$ cat config.mk
export PLATFORM = sky130hd
export DESIGN_NAME = frame_loader
export DESIGN_NICKNAME = d
export VERILOG_FILES = /design/src/rtl/frame_loader.sv
export SDC_FILE = /design/constraint.sdc
export NUM_CORES = 1
export LEC_CHECK = 0
export ABC_CLOCK_PERIOD_IN_PS = 1900
export BUFFER_PORTS_ARGS = -buffer_cell sky130_fd_sc_hd__buf_2
export CAP_MARGIN = 10
export CORE_AREA = 2 2 85 87
export DETAILED_ROUTE_END_ITERATION = 6
export DIE_AREA = 0 0 87 89
export GPL_TIMING_DRIVEN = 1
export PLACE_DENSITY_LB_ADDON = 0.12
export REMOVE_ABC_BUFFERS = 1
export SETUP_SLACK_MARGIN = 0.5
export SYNTH_ARGS = -nofsm -noshare
export SYNTH_HDL_FRONTEND = slang
export SYNTH_SLANG_ARGS = --single-unit
$ cat constraint.sdc
create_clock -name i_clk -period 1.9 [get_ports i_clk]
set_input_delay 0.095 -clock i_clk [delete_from_list [all_inputs] [get_ports i_clk]]
set_output_delay 0.095 -clock i_clk [all_outputs]
set_load 0.01 [all_outputs]
$ cat src/rtl/frame_loader.sv
// Frame loader: turns a byte stream (SYNC, ID, payload, XOR checksum) into
// framebuffer writes, and reports whether each frame arrived intact.
module frame_loader #(
    parameter int unsigned FRAME_BYTES = 9600,
    parameter int unsigned ADDR_W      = 14,
    parameter logic [7:0]  SYNC_BYTE   = 8'hA5
) (
    input  logic              i_clk,
    input  logic              i_reset,
    input  logic              i_rx_valid,
    input  logic [7:0]        i_rx_byte,
    output logic              o_fb_we,
    output logic [ADDR_W-1:0] o_fb_addr,
    output logic [7:0]        o_fb_wdata,
    output logic [7:0]        o_frame_id,
    output logic              o_frame_done,
    output logic              o_chk_err,
    output logic              o_busy
);

    // One extra bit so the counter can hold FRAME_BYTES even when it equals 2^ADDR_W.
    localparam int unsigned CNT_W = ADDR_W + 1;
    localparam logic [CNT_W-1:0] LAST_CNT = CNT_W'(FRAME_BYTES);

    typedef enum logic [1:0] {
        StIdle    = 2'd0,
        StHdr     = 2'd1,
        StPayload = 2'd2,
        StCheck   = 2'd3
    } state_e;

    state_e             r_state;
    state_e             w_state_next;
    logic [7:0]         r_pend_id;
    logic [7:0]         w_pend_id_next;
    logic [CNT_W-1:0]   r_count;
    logic [CNT_W-1:0]   w_count_next;
    logic [CNT_W-1:0]   w_count_inc;
    logic [7:0]         r_checksum;
    logic [7:0]         w_checksum_next;
    logic               r_fb_we;
    logic               w_fb_we_next;
    logic [ADDR_W-1:0]  r_fb_addr;
    logic [ADDR_W-1:0]  w_fb_addr_next;
    logic [7:0]         r_fb_wdata;
    logic [7:0]         w_fb_wdata_next;
    logic [7:0]         r_frame_id;
    logic [7:0]         w_frame_id_next;
    logic               r_frame_done;
    logic               w_frame_done_next;
    logic               r_chk_err;
    logic               w_chk_err_next;

    assign w_count_inc = r_count + CNT_W'(1);

    always_ff @(posedge i_clk) begin
        if (i_reset) begin
            r_state      <= StIdle;
            r_pend_id    <= 8'h00;
            r_count      <= '0;
            r_checksum   <= 8'h00;
            r_fb_we      <= 1'b0;
            r_fb_addr    <= '0;
            r_fb_wdata   <= 8'h00;
            r_frame_id   <= 8'h00;
            r_frame_done <= 1'b0;
            r_chk_err    <= 1'b0;
        end else begin
            r_state      <= w_state_next;
            r_pend_id    <= w_pend_id_next;
            r_count      <= w_count_next;
            r_checksum   <= w_checksum_next;
            r_fb_we      <= w_fb_we_next;
            r_fb_addr    <= w_fb_addr_next;
            r_fb_wdata   <= w_fb_wdata_next;
            r_frame_id   <= w_frame_id_next;
            r_frame_done <= w_frame_done_next;
            r_chk_err    <= w_chk_err_next;
        end
    end

    always_comb begin
        w_state_next      = r_state;
        w_pend_id_next    = r_pend_id;
        w_count_next      = r_count;
        w_checksum_next   = r_checksum;
        w_fb_we_next      = 1'b0;
        w_fb_addr_next    = r_fb_addr;
        w_fb_wdata_next   = r_fb_wdata;
        w_frame_id_next   = r_frame_id;
        w_frame_done_next = 1'b0;
        w_chk_err_next    = 1'b0;

        // SYNC_BYTE only has meaning in idle; elsewhere it is plain data.
        if (i_rx_valid) begin
            unique case (r_state)
                StIdle: begin
                    if (i_rx_byte == SYNC_BYTE) begin
                        w_state_next = StHdr;
                    end
                end
                StHdr: begin
                    w_pend_id_next  = i_rx_byte;
                    w_count_next    = '0;
                    w_checksum_next = 8'h00;
                    w_state_next    = StPayload;
                end
                StPayload: begin
                    w_fb_we_next    = 1'b1;
                    w_fb_addr_next  = r_count[ADDR_W-1:0];
                    w_fb_wdata_next = i_rx_byte;
                    w_count_next    = w_count_inc;
                    w_checksum_next = r_checksum ^ i_rx_byte;
                    if (w_count_inc == LAST_CNT) begin
                        w_state_next = StCheck;
                    end
                end
                StCheck: begin
                    if (i_rx_byte == r_checksum) begin
                        w_frame_id_next   = r_pend_id;
                        w_frame_done_next = 1'b1;
                    end else begin
                        w_chk_err_next = 1'b1;
                    end
                    w_state_next = StIdle;
                end
                default: begin
                    w_state_next = StIdle;
                end
            endcase
        end
    end

    assign o_fb_we      = r_fb_we;
    assign o_fb_addr    = r_fb_addr;
    assign o_fb_wdata   = r_fb_wdata;
    assign o_frame_id   = r_frame_id;
    assign o_frame_done = r_frame_done;
    assign o_chk_err    = r_chk_err;
    assign o_busy       = (r_state != StIdle);

endmodule
Word level (Yosys, flattened, before mapping)
Index checks and enable logic that the tools add are counted.

storage, ports and cells
  output and inout bits = 34
  flip-flop bits (word level) = 66

operators by class
  reductions and logical operators = 10
  multiplexer cells = 8
  equal/unequal tests = 8
  add/sub/neg operators = 1
  bitwise logic cells = 3

operators with widths
  kind                   count
  $pmux 15 s2            1
  $pmux 8 s2             1
  $add 15x1->15 const B  1
  $eq 15x14->1 const B   1
  $eq 8x8->1             1
  $eq 8x8->1 const B     1
  $pmux 2 s4             1
  $xor 8x8->8            1
  $reduce_and 2->1       3
  $reduce_and 3->1       2
  $eq 2x2->1 const B     2
  $mux 2                 2
  $ne 2x2->1 const B     2
  $reduce_bool 2->1      2
  $mux 1                 3
  $reduce_or 3->1        1
  $eq 2x1->1 const B     1
  $logic_not 2->1        1
  $not 1->1              2
  $reduce_or 2->1        1

Logic depth before layout (Yosys ltp)
Gate-level depths: netlist (run 1).

  word-level depth = 4
  mapped depth = 9
  gate-level depth less buffers = 7

Worst setup path before layout (run 1)
Ideal clock, no wire load.

  path type = reg2reg
  from = reg r_count[1]
  to = reg r_state[1]
  stages on the path, launching flop included = 8
  clock period less this slack = 1,873 ps
  arrival = 1,802 ps
  slack = 27 ps
  setup time = 72 ps
  cell sequence = dfxtp_1 ha_1 nand3_4 or3b_1 a211oi_2 o22ai_1 a21oi_2 mux2i_1

between the ends
  word-level cells in the longest chain between the ends = 4

RTL lines
  what                               line  RTL
  start: declaration                 36    logic [CNT_W-1:0] r_count;
  start signal: assignment           71    r_count <= w_count_next;
  $add 15x1->15                      54    assign w_count_inc = r_count + CNT_W'(1);
  $eq 15x14->1                       114   if (w_count_inc == LAST_CNT) begin
  $ne 2x2->1 (no source line)        --
  $reduce_and 3->1 (no source line)  --
  end signal: assignment             58    r_state <= StIdle;
  end signal: assignment             69    r_state <= w_state_next;
  end: declaration                   32    state_e r_state;

Every way passes these cells.
A chain may end at the register's enable or synchronous reset.

Worst setup path in the final report (run 1)
  from = reg r_count[0]
  to = reg r_state[1]

Same word-level chain as after synthesis.

==> impl_metrics.env, run 1 <==
export IMPL_synth_most_common_cell="nand2_1"
export IMPL_path_cells="ha_4 > nand3_4 > or3b_4 > a211oi_2 > o22ai_1 > a21oi_2 > mux2i_1"
export IMPL_final_setup_skew_ns=0.00691
export IMPL_synthTopCellsByArea="dfxtp_1 (44%), nand2_1 (9.6%), a21oi_1 (8.1%)"
export IMPL_die_area_sq_um=7740
export IMPL_numCtsBuffers=9
export IMPL_gp_congestion=0.881
export IMPL_synth_area_sq_um=3010
export IMPL_drt_iter0_markers=215
export IMPL_power_density_nw_per_um2=639
export IMPL_synth_top_cell_by_area="dfxtp_1"
export IMPL_fin_setup_tns_ns=0
export IMPL_place_inst=496
export IMPL_grt_pass1_vias=2509
export IMPL_leakage_uw=0.00149
export IMPL_finalPower_uw=2510
export IMPL_critPathSlowestCell="or3b_4"
export IMPL_stdcell_count=523
export IMPL_worstPathRequired_ns=2.17
export IMPL_syn_avg_cell_area_sq_um=7.89
export IMPL_slew_headroom_pct=77.4
export IMPL_slowest_delay_ns=0.39
export IMPL_io_buffer_count=44
export IMPL_ant_nets=0
export IMPL_syn_inst=382
export IMPL_grt_pass1_wl_um=12000
export IMPL_finalWirelength_um=7800
export IMPL_maxSlewViolCount=0
export IMPL_grt_max_degree=68
export IMPL_dieWidth_um=87
export IMPL_min_path_type="in2reg"
export IMPL_max_freq_ghz=0.573
export IMPL_synth_edf_count=0
export IMPL_h_tree_depth=3
export IMPL_synth_common_cells="nand2_1 (77), dfxtp_1 (66), nor2_1 (51)"
export IMPL_fillers=642
export IMPL_status="finished, final reports clean"
export IMPL_ys_async_sr_fraction_pct=0
export IMPL_num_rows=30
export IMPL_ios=45
export IMPL_finalNetCount=454
export IMPL_worst_setup_path_start_kind="register"
export IMPL_worst_slew_pin_slew_ns=0.339
export IMPL_drt_pass1_iterations=5
export IMPL_synth_flop_cell="dfxtp_1"
export IMPL_path_max_fanout=4
export IMPL_antenna_found_initial=0
export IMPL_yosysTopAreaCellShare_pct=43.9
export IMPL_wire_per_inst_um=14.9
export IMPL_insertion_delay_ns=0.34
export IMPL_fp_dieH_um=89
export IMPL_cp_end_kind="register"
export IMPL_via_per_inst=5.48
export IMPL_timing_final_crit_share_pct=91.8
export IMPL_rsz0062_at_grt="true"
export IMPL_area_growth_syn_to_layout_pct=30.4
export IMPL_hold_viol=0
export IMPL_whs_ns=0.0603
export IMPL_clock_path_buffers=2
export IMPL_yosysSeqAreaShare_pct=43.9
export IMPL_core_sq_um=6720
export IMPL_grt_overflow=0
export IMPL_cts_sinks=66
export IMPL_grtUsageTotal_pct=19.9
export IMPL_start_util_pct=44.8
export IMPL_cts_root_buf="clkbuf_8"
export IMPL_dr_total_vias=2865
export IMPL_tritoncts="yes"
export IMPL_layout_drive_gt1_share_pct=35.0
export IMPL_maxCapViolations=0
export IMPL_antennaDiodeCount=0
export IMPL_arrival_ns=2.01
export IMPL_synth_seq_cells=66
export IMPL_finalCriticalPeriod_ns=1.74
export IMPL_path_class="reg2reg"
export IMPL_cts_reportedPaths_clkPinSlew_ns=0.07
export IMPL_worst_slack_ns=0.156
export IMPL_hpwlAfterDp_um=4840
export IMPL_vdd_drop_max_uv=280
export IMPL_finalSetupViolCount=0
export IMPL_holdBufCountCts=0
export IMPL_drc=0
export IMPL_ys_warn_count=0
export IMPL_synth_cell_types=47
export IMPL_place_ws_ns=0.0692
[critical path: cells and delay by family, from the launching register on]
kind                     cells  cell delay (ns)
AO/OA/AOI/OAI                3             0.49
adder cells (fa/ha/maj)      1             0.16
flip-flops                   1             0.35
multiplexers                 1             0.19
AND/OR/NAND/NOR              2             0.48
[metal layers]
| layer | track usage, % | share of wire (%) | up-vias |
|---|---|---|---|
| met2 | 29.9 | 47 | 71 |
| met1 | 27.5 | 48 | 1367 |
| met3 | 4.99 | 4.2 | 9 |
| met4 | 7.39 | 1.3 | 0 |
| li1 | - | - | 1418 |
| met5 | 0 | 0 | - |
[report_power, final]
group | internal (uW) | switching (uW)
clock | 502 | 542
sequential | 1380 | 0.0985
combinational | 27.0 | 59.0
[state kept, by name, indices dropped and copies added, names as in the netlist, 2 cells and up]
name and cells:
r_count 15, r_checksum 8, r_state 2, o_fb_wdata 8
o_frame_id 8, r_pend_id 8, o_fb_addr 14
[cell usage in the layout, fill, tap and decap left out, types with 5 or more instances in the layout]
cell type | synthesis | layout
dfxtp_2 | 0 | 13
a21oi_1 | 49 | 46
clkbuf_8 | 0 | 10
nand2_2 | 0 | 6
nand2_1 | 77 | 65
xnor2_1 | 9 | 5
nand4_1 | 8 | 8
mux2i_1 | 10 | 10
buf_2 | 4 | 44
a311oi_1 | 6 | 6
nor2_1 | 51 | 45
dfxtp_1 | 66 | 51
buf_4 | 3 | 22
nand3_1 | 11 | 11
o21ai_0 | 16 | 12
nand2_4 | 0 | 6
[cells by family after synthesis]
| kind of cell | count (synthesis) | share of synthesized area (%) |
|---|---|---|
| and+or+nand+nor | 177 | 27.2 |
| AOI/OAI and AO/OA | 82 | 15.8 |
| DFF | 66 | 43.9 |
| buffers and inverters | 32 | 4.82 |
| xor gates and xnor gates | 10 | 2.91 |
| muxes | 10 | 3.32 |
| adders and majority gates | 5 | 2.08 |
[path summary, 6_finish.rpt]
check                              from                    endpoint  slack (ns)  cells past startpoint
min reg2reg  o_fb_wdata[1]$_SDFFE_PP0P_  o_fb_wdata[1]$_SDFFE_PP0P_        0.45                      2
max             r_count[0]$_SDFFE_PP0P_     r_state[1]$_SDFFE_PP0P_        0.16                      7
max reg2reg     r_count[0]$_SDFFE_PP0P_     r_state[1]$_SDFFE_PP0P_        0.16                      7
min                        i_rx_byte[7]   r_pend_id[7]$_SDFFE_PP0P_        0.06                      3
[final cells by class]
class	instances	area, sq um	area share [%]
clock buffers	11	141	3.60
clock inverters	5	30.0	0.764
well taps	80	100	2.55
repair buffers	73	513	13.1
flip-flops and latches	66	1350	34.2
multi-input cells	284	1780	45.4
inverters	4	17.5	0.446
[through the flow]
stage	utilization, %	instance area (sq um)
after floorplan	-	2880
after global placement	50.2	3380
after detailed placement	50.2	3380
after CTS	54.2	3640
after global routing	58.5	3930
final	58.5	3930
[timing repair]
item / 4_1_cts / 5_1_grt
resized for setup: 24 / 58
setup endpoints to repair: 33 / 64
pin swaps: 11 / 26
cloned: 0 / 1
buffers inserted: 2 / 8
Power figures use the tool's default switching activity.
==> run 2: changes to the inputs <==
--- a/config.mk
+++ b/config.mk
@@ -8,9 +8,9 @@
 export ABC_CLOCK_PERIOD_IN_PS = 1900
 export BUFFER_PORTS_ARGS = -buffer_cell sky130_fd_sc_hd__buf_2
 export CAP_MARGIN = 10
-export CORE_AREA = 2 2 85 87
+export CORE_AREA = 2 2 80 82
 export DETAILED_ROUTE_END_ITERATION = 6
-export DIE_AREA = 0 0 87 89
+export DIE_AREA = 0 0 82 84
 export GPL_TIMING_DRIVEN = 1
 export PLACE_DENSITY_LB_ADDON = 0.12
 export REMOVE_ABC_BUFFERS = 1
==> run 2 against run 1 <==
  * Global-route usage is 2.6 points higher
  * First-iteration DRC count is 9.8% lower
  * Critical path depth stayed put
  * Critical path type unchanged
  * Design area is 3.2% lower
  * Fmax is 0.94% higher
  * Largest power group unchanged
==> impl_metrics.env, run 2 (synthesized netlist as in run 1, its figures left out) <==
export IMPL_critPathSlowestCell="or3b_1"
export IMPL_gp_congestion=0.948
export IMPL_comb_power_share_pct=3.3
export IMPL_drt_pass1_iterations=5
export IMPL_arrival_ns=2.00
export IMPL_pwr_share_seq_pct=55.7
export IMPL_hold_viol=0
export IMPL_multiInputGateArea_sq_um=1680
export IMPL_min_path_type="in2reg"
export IMPL_finalSetupViolCount=0
export IMPL_cts_root_buf="clkbuf_8"
export IMPL_power_density_nw_per_um2=651
export IMPL_rsz0062_at_grt="true"
export IMPL_slowest_delay_ns=0.37
export IMPL_ios=45
export IMPL_dr_total_vias=2886
export IMPL_place_inst=493
export IMPL_maxCapViolations=0
export IMPL_largest_register="r_count"
export IMPL_tritoncts="yes"
export IMPL_wire_per_inst_um=14.6
export IMPL_fillers=549
export IMPL_core_sq_um=6100
export IMPL_worstPathRequired_ns=2.18
export IMPL_layout_drive_gt1_share_pct=28.8
export IMPL_p_sw_uw=568
export IMPL_hpwlAfterDp_um=4850
export IMPL_cts_reportedPaths_clkPinSlew_ns=0.07
export IMPL_path_class="reg2reg"
export IMPL_vdd_drop_max_uv=397
export IMPL_leakage_uw=0.00145
export IMPL_path_max_fanout=4
export IMPL_start_util_pct=49.4
export IMPL_dieWidth_um=82
export IMPL_path_cells="ha_4 > nand3_4 > or3b_1 > a211oi_2 > o22ai_1 > a21oi_2 > mux2i_1"
export IMPL_h_tree_depth=3
export IMPL_largest_reg_flops=15
export IMPL_num_rows=29
export IMPL_die_area_sq_um=6890
export IMPL_stdcell_count=521
export IMPL_cp_end_kind="register"
export IMPL_timing_final_crit_share_pct=91.0
export IMPL_switching_share_pct=22.9
export IMPL_holdBufCountCts=0
export IMPL_grt_max_degree=32
export IMPL_layout_cells_most_common_list="nand2_1 (76), nor2_1 (50), dfxtp_1 (50), a21oi_1 (48), buf_2 (45)"
export IMPL_max_freq_ghz=0.579
export IMPL_fp_dieH_um=84
export IMPL_drc=0
export IMPL_finalWirelength_um=7590
export IMPL_slew_headroom_pct=59.6
export IMPL_status="finished, final reports clean"
export IMPL_antenna_found_initial=0
export IMPL_grt_pass1_vias=2473
export IMPL_maxSlewViolCount=0
export IMPL_drt_iter0_markers=194
export IMPL_intPower_uw=1910
export IMPL_finalCriticalPeriod_ns=1.73
export IMPL_area_growth_syn_to_layout_pct=26.3
export IMPL_final_seq_area_sq_um=1350
export IMPL_numCtsBuffers=9
export IMPL_io_buffer_count=44
export IMPL_finalNetCount=455
export IMPL_grt_pass1_wl_um=11900
export IMPL_worst_slew_pin_slew_ns=0.606
export IMPL_worst_setup_path_start_kind="register"
export IMPL_rr_worst_depth=7
export IMPL_via_per_inst=5.54
export IMPL_clock_path_buffers=2
export IMPL_final_setup_skew_ns=0.0114
export IMPL_whs_path_depth=3
export IMPL_whs_ns=0.0496
export IMPL_final_common_cell="nand2_1"
export IMPL_insertion_delay_ns=0.35
export IMPL_grt_overflow=0
export IMPL_ant_nets=0
export IMPL_cts_sinks=66
export IMPL_antennaDiodeCount=0
export IMPL_grtUsageTotal_pct=22.4
export IMPL_clock_power_share_pct=41.0
[run 2: cell count changes in the layout (fill, tap and decap cells not counted), moves of 4 or more]
cell,change
nand2_1,+11
o21ai_0,+4
nand2_2,-6
o21ai_1,-4
nor2_2,-4
nor2_1,+5
nand2_4,-5
[run 2: timing repair]
action,4_1_cts,5_1_grt
setup endpoints to repair,41,58
gates resized for setup,20,29
cloned,0,3
hold endpoints to repair,0,0
pin swaps,7,8
setup buffers,3,6
[run 2: path summary, 6_finish.rpt]
| path | startpoint | to | slack [ns] |
|---|---|---|---|
| max | r_count[1]$_SDFFE_PP0P_ | r_state[1]$_SDFFE_PP0P_ | 0.17 |
| min | i_rx_byte[4] | o_fb_wdata[4]$_SDFFE_PP0P_ | 0.05 |
| max reg2reg | r_count[1]$_SDFFE_PP0P_ | r_state[1]$_SDFFE_PP0P_ | 0.17 |
| min reg2reg | o_fb_wdata[1]$_SDFFE_PP0P_ | o_fb_wdata[1]$_SDFFE_PP0P_ | 0.45 |
[run 2: area by class of cell]
class	instances	area share (%)
clock buffer	13	3.91
clock inverter	3	0.394
inverter	4	0.394
multi-input combinational	285	44.0
sequential	66	35.4
tap	77	2.53
timing repair buffer	73	13.4
[run 2: stage by stage]
stage	TNS (ns)	util, %	area (sq um)	setup WS, ns	power [uW]
2_1_floorplan	-0.913	-	2880	-0.231	1430
3_3_place_gp	0	55.1	3360	0.107	1490
3_5_place_dp	0	55.1	3360	0.0876	1490
4_1_cts	0	58.9	3590	0.197	2500
5_1_grt	0	62.4	3810	0.0914	2580
6_report	0	62.4	3810	0.172	2480
[run 2: per-layer routing]
layer  vias to the layer above  track usage, %  routed length (um)
met5                         -               0                   0
met4                         0            10.0                 141
met3                        12            5.19                 406
met2                        90            32.4                3450
met1                      1361            31.5                3590
li1                       1423               -                   -
[run 2: power by group through the flow]
stage               clock network (uW)  registers, uW  logic, uW
floorplan                            0           1410       15.8
global placement                     0           1410       76.8
detailed placement                   0           1410       77.0
CTS                               1040           1380       79.1
global route                      1110           1380       89.0
finish                            1010           1380       82.5
[run 2: critical path, delay by kind of cell, from the launching register on]
| kind | cells | cell delay (ns) |
|---|---|---|
| compound gates | 3 | 0.51 |
| fa+ha+maj | 1 | 0.16 |
| flops | 1 | 0.35 |
| mux | 1 | 0.19 |
| simple gates | 2 | 0.45 |
==> run 3: changes to the inputs <==
--- a/config.mk
+++ b/config.mk
@@ -9,6 +9,7 @@
 export BUFFER_PORTS_ARGS = -buffer_cell sky130_fd_sc_hd__buf_2
 export CAP_MARGIN = 10
 export CORE_AREA = 2 2 80 82
+export CTS_BUF_LIST = sky130_fd_sc_hd__clkbuf_16
 export DETAILED_ROUTE_END_ITERATION = 6
 export DIE_AREA = 0 0 82 84
 export GPL_TIMING_DRIVEN = 1
==> run 3 against run 2 <==
  * Final cell count down 1.3%
  * Flip-flop and latch count is the same
  * Critical endpoint unchanged
  * Combinational power rose by 3.5%
==> impl_metrics.env, run 3 (synthesized netlist as in run 1, its figures left out) <==
export IMPL_pwr_share_seq_pct=48.1
export IMPL_slew_headroom_pct=60.1
export IMPL_path_cells="ha_4 > nand3_4 > or3b_1 > a211oi_2 > o22ai_2 > a21oi_2 > mux2i_1"
export IMPL_ios=45
export IMPL_cts_reportedPaths_clkPinSlew_ns=0.05
export IMPL_critPathSlowestCell="or3b_1"
export IMPL_timing_final_crit_share_pct=91.0
export IMPL_cts_root_buf="clkbuf_16"
export IMPL_final_common_cell="nand2_1"
export IMPL_comb_power_share_pct=3.0
export IMPL_intPower_uw=2270
export IMPL_r2r_end="r_state[1]$_SDFFE_PP0P_"
export IMPL_crit_family="compound AO/OA/AOI/OAI gates"
export IMPL_whs_ns=0.0764
export IMPL_ant_nets=0
export IMPL_finalCriticalPeriod_ns=1.73
export IMPL_grt_pass1_wl_um=12400
export IMPL_final_area_sq_um=3810
export IMPL_area_growth_syn_to_layout_pct=26.4
export IMPL_insertion_delay_ns=0.33
export IMPL_clock_power_share_pct=49.0
export IMPL_antennaDiodeCount=0
export IMPL_drt_pass1_iterations=4
export IMPL_power_density_nw_per_um2=756
export IMPL_p_sw_uw=614
export IMPL_min_path_type="in2reg"
export IMPL_cts_sinks=66
export IMPL_r2r_setup_slack_ns=0.17
export IMPL_switching_share_pct=21.3
export IMPL_finalSetupViolCount=0
export IMPL_vdd_drop_max_uv=514
export IMPL_worst_slew_pin_slew_ns=0.598
export IMPL_leakage_uw=0.00149
export IMPL_final_setup_skew_ns=0.00721
export IMPL_fp_dieH_um=84
export IMPL_min_from="i_rx_byte[4]"
export IMPL_largest_reg_flops=15
export IMPL_start_util_pct=49.4
export IMPL_grt_max_degree=32
export IMPL_wire_per_inst_um=14.5
export IMPL_core_sq_um=6100
export IMPL_status="finished, final reports clean"
export IMPL_finalWirelength_um=7450
export IMPL_h_tree_depth=3
export IMPL_gp_congestion=0.948
export IMPL_largest_register="r_count"
export IMPL_maxSlewViolCount=0
export IMPL_hpwlAfterDp_um=4850
export IMPL_antenna_found_initial=0
export IMPL_place_area_sq_um=3360
export IMPL_crit_start="r_count[0]$_SDFFE_PP0P_"
export IMPL_slowest_delay_ns=0.37
export IMPL_via_per_inst=5.54
export IMPL_grt_pass1_vias=2556
export IMPL_rr_startpoint="r_count[0]$_SDFFE_PP0P_"
export IMPL_grtUsageTotal_pct=23.1
export IMPL_worstPathRequired_ns=2.16
export IMPL_dieWidth_um=82
export IMPL_drc=0
export IMPL_cp_end_kind="register"
export IMPL_clock_path_buffers=2
export IMPL_maxCapViolations=0
export IMPL_critPathBufInv=0
export IMPL_layout_drive_gt1_share_pct=27.2
export IMPL_hold_viol=0
export IMPL_die_area_sq_um=6890
export IMPL_rsz0062_at_grt="true"
export IMPL_arrival_ns=1.99
export IMPL_path_class="reg2reg"
export IMPL_grt_overflow=0
export IMPL_finalNetCount=448
export IMPL_num_rows=29
export IMPL_tritoncts="yes"
export IMPL_io_buffer_count=44
export IMPL_drt_iter0_markers=171
export IMPL_path_max_fanout=4
export IMPL_cp_num_cells=7
export IMPL_numCtsBuffers=9
export IMPL_rr_worst_depth=7
export IMPL_whs_path_depth=3
export IMPL_max_freq_ghz=0.578
export IMPL_hold_end="o_fb_wdata[4]$_SDFFE_PP0P_"
export IMPL_layout_cells_most_common_list="nand2_1 (76), dfxtp_1 (52), nor2_1 (50), a21oi_1 (49), buf_2 (44)"
export IMPL_dr_total_vias=2845
export IMPL_worst_setup_path_start_kind="register"
[run 3: metal layers]
layer	GRT usage, %	share of wire (%)
met5	0	0
met4	9.55	1.7
met3	4.76	5.3
met2	34.1	46
met1	32.5	47
[run 3: tightest hold or removal path, cell delays in order]
cell	delay (ns)
buf_2	0.14
nand2_1	0.06
a21oi_1	0.05
[run 3: timing repair]
item                       4_1_cts  5_1_grt
pin swaps                       11        2
buffers inserted                 3        1
gates resized for setup         32       13
hold buffers                     0        0
hold endpoints to repair         0        0
setup endpoints to repair       36       63
cloned                           1        0
[run 3: final cells by class]
class / instances / area (sq um)
tap: 77 / 96.3
inverter: 4 / 15.0
sequential: 66 / 1340
clock inverter: 7 / 30.0
clock buffer: 9 / 225
fill: 563 / 2290
multi-input combinational: 285 / 1670
timing repair buffer: 66 / 430
[run 3: worst max-delay path by stage]
| stage | to | slack [ns] |
|---|---|---|
| global placement | r_state[1]$_SDFFE_PP0P_ | 0.11 |
| finish | r_state[1]$_SDFFE_PP0P_ | 0.17 |
| floorplan | r_count[12]$_SDFFE_PP0P_ | -0.23 |
| CTS | r_state[1]$_SDFFE_PP0P_ | 0.22 |
| detailed placement | r_state[1]$_SDFFE_PP0P_ | 0.09 |
| global route | r_state[1]$_SDFFE_PP0P_ | 0.09 |
[run 3: power by group through the flow]
stage                     registers, uW  logic (uW)  clock network (uW)
after global routing               1380        91.2                1500
after CTS                          1390        83.8                1430
after floorplan                    1410        15.8                   0
after detailed placement           1410        77.0                   0
after global placement             1410        76.8                   0
final                              1380        85.4                1410
[run 3: stage by stage]
stage / TNS, ns / utilization, % / total power, uW / setup slack [ns] / std cells
global route: 0 / 62.5 / 2980 / 0.0919 / 514
finish: 0 / 62.5 / 2880 / 0.170 / 514
floorplan: -0.913 / - / 1430 / -0.231 / 354
detailed placement: 0 / 55.1 / 1490 / 0.0876 / 493
global placement: 0 / 55.1 / 1490 / 0.107 / 493
CTS: 0 / 61.5 / 2900 / 0.218 / 513
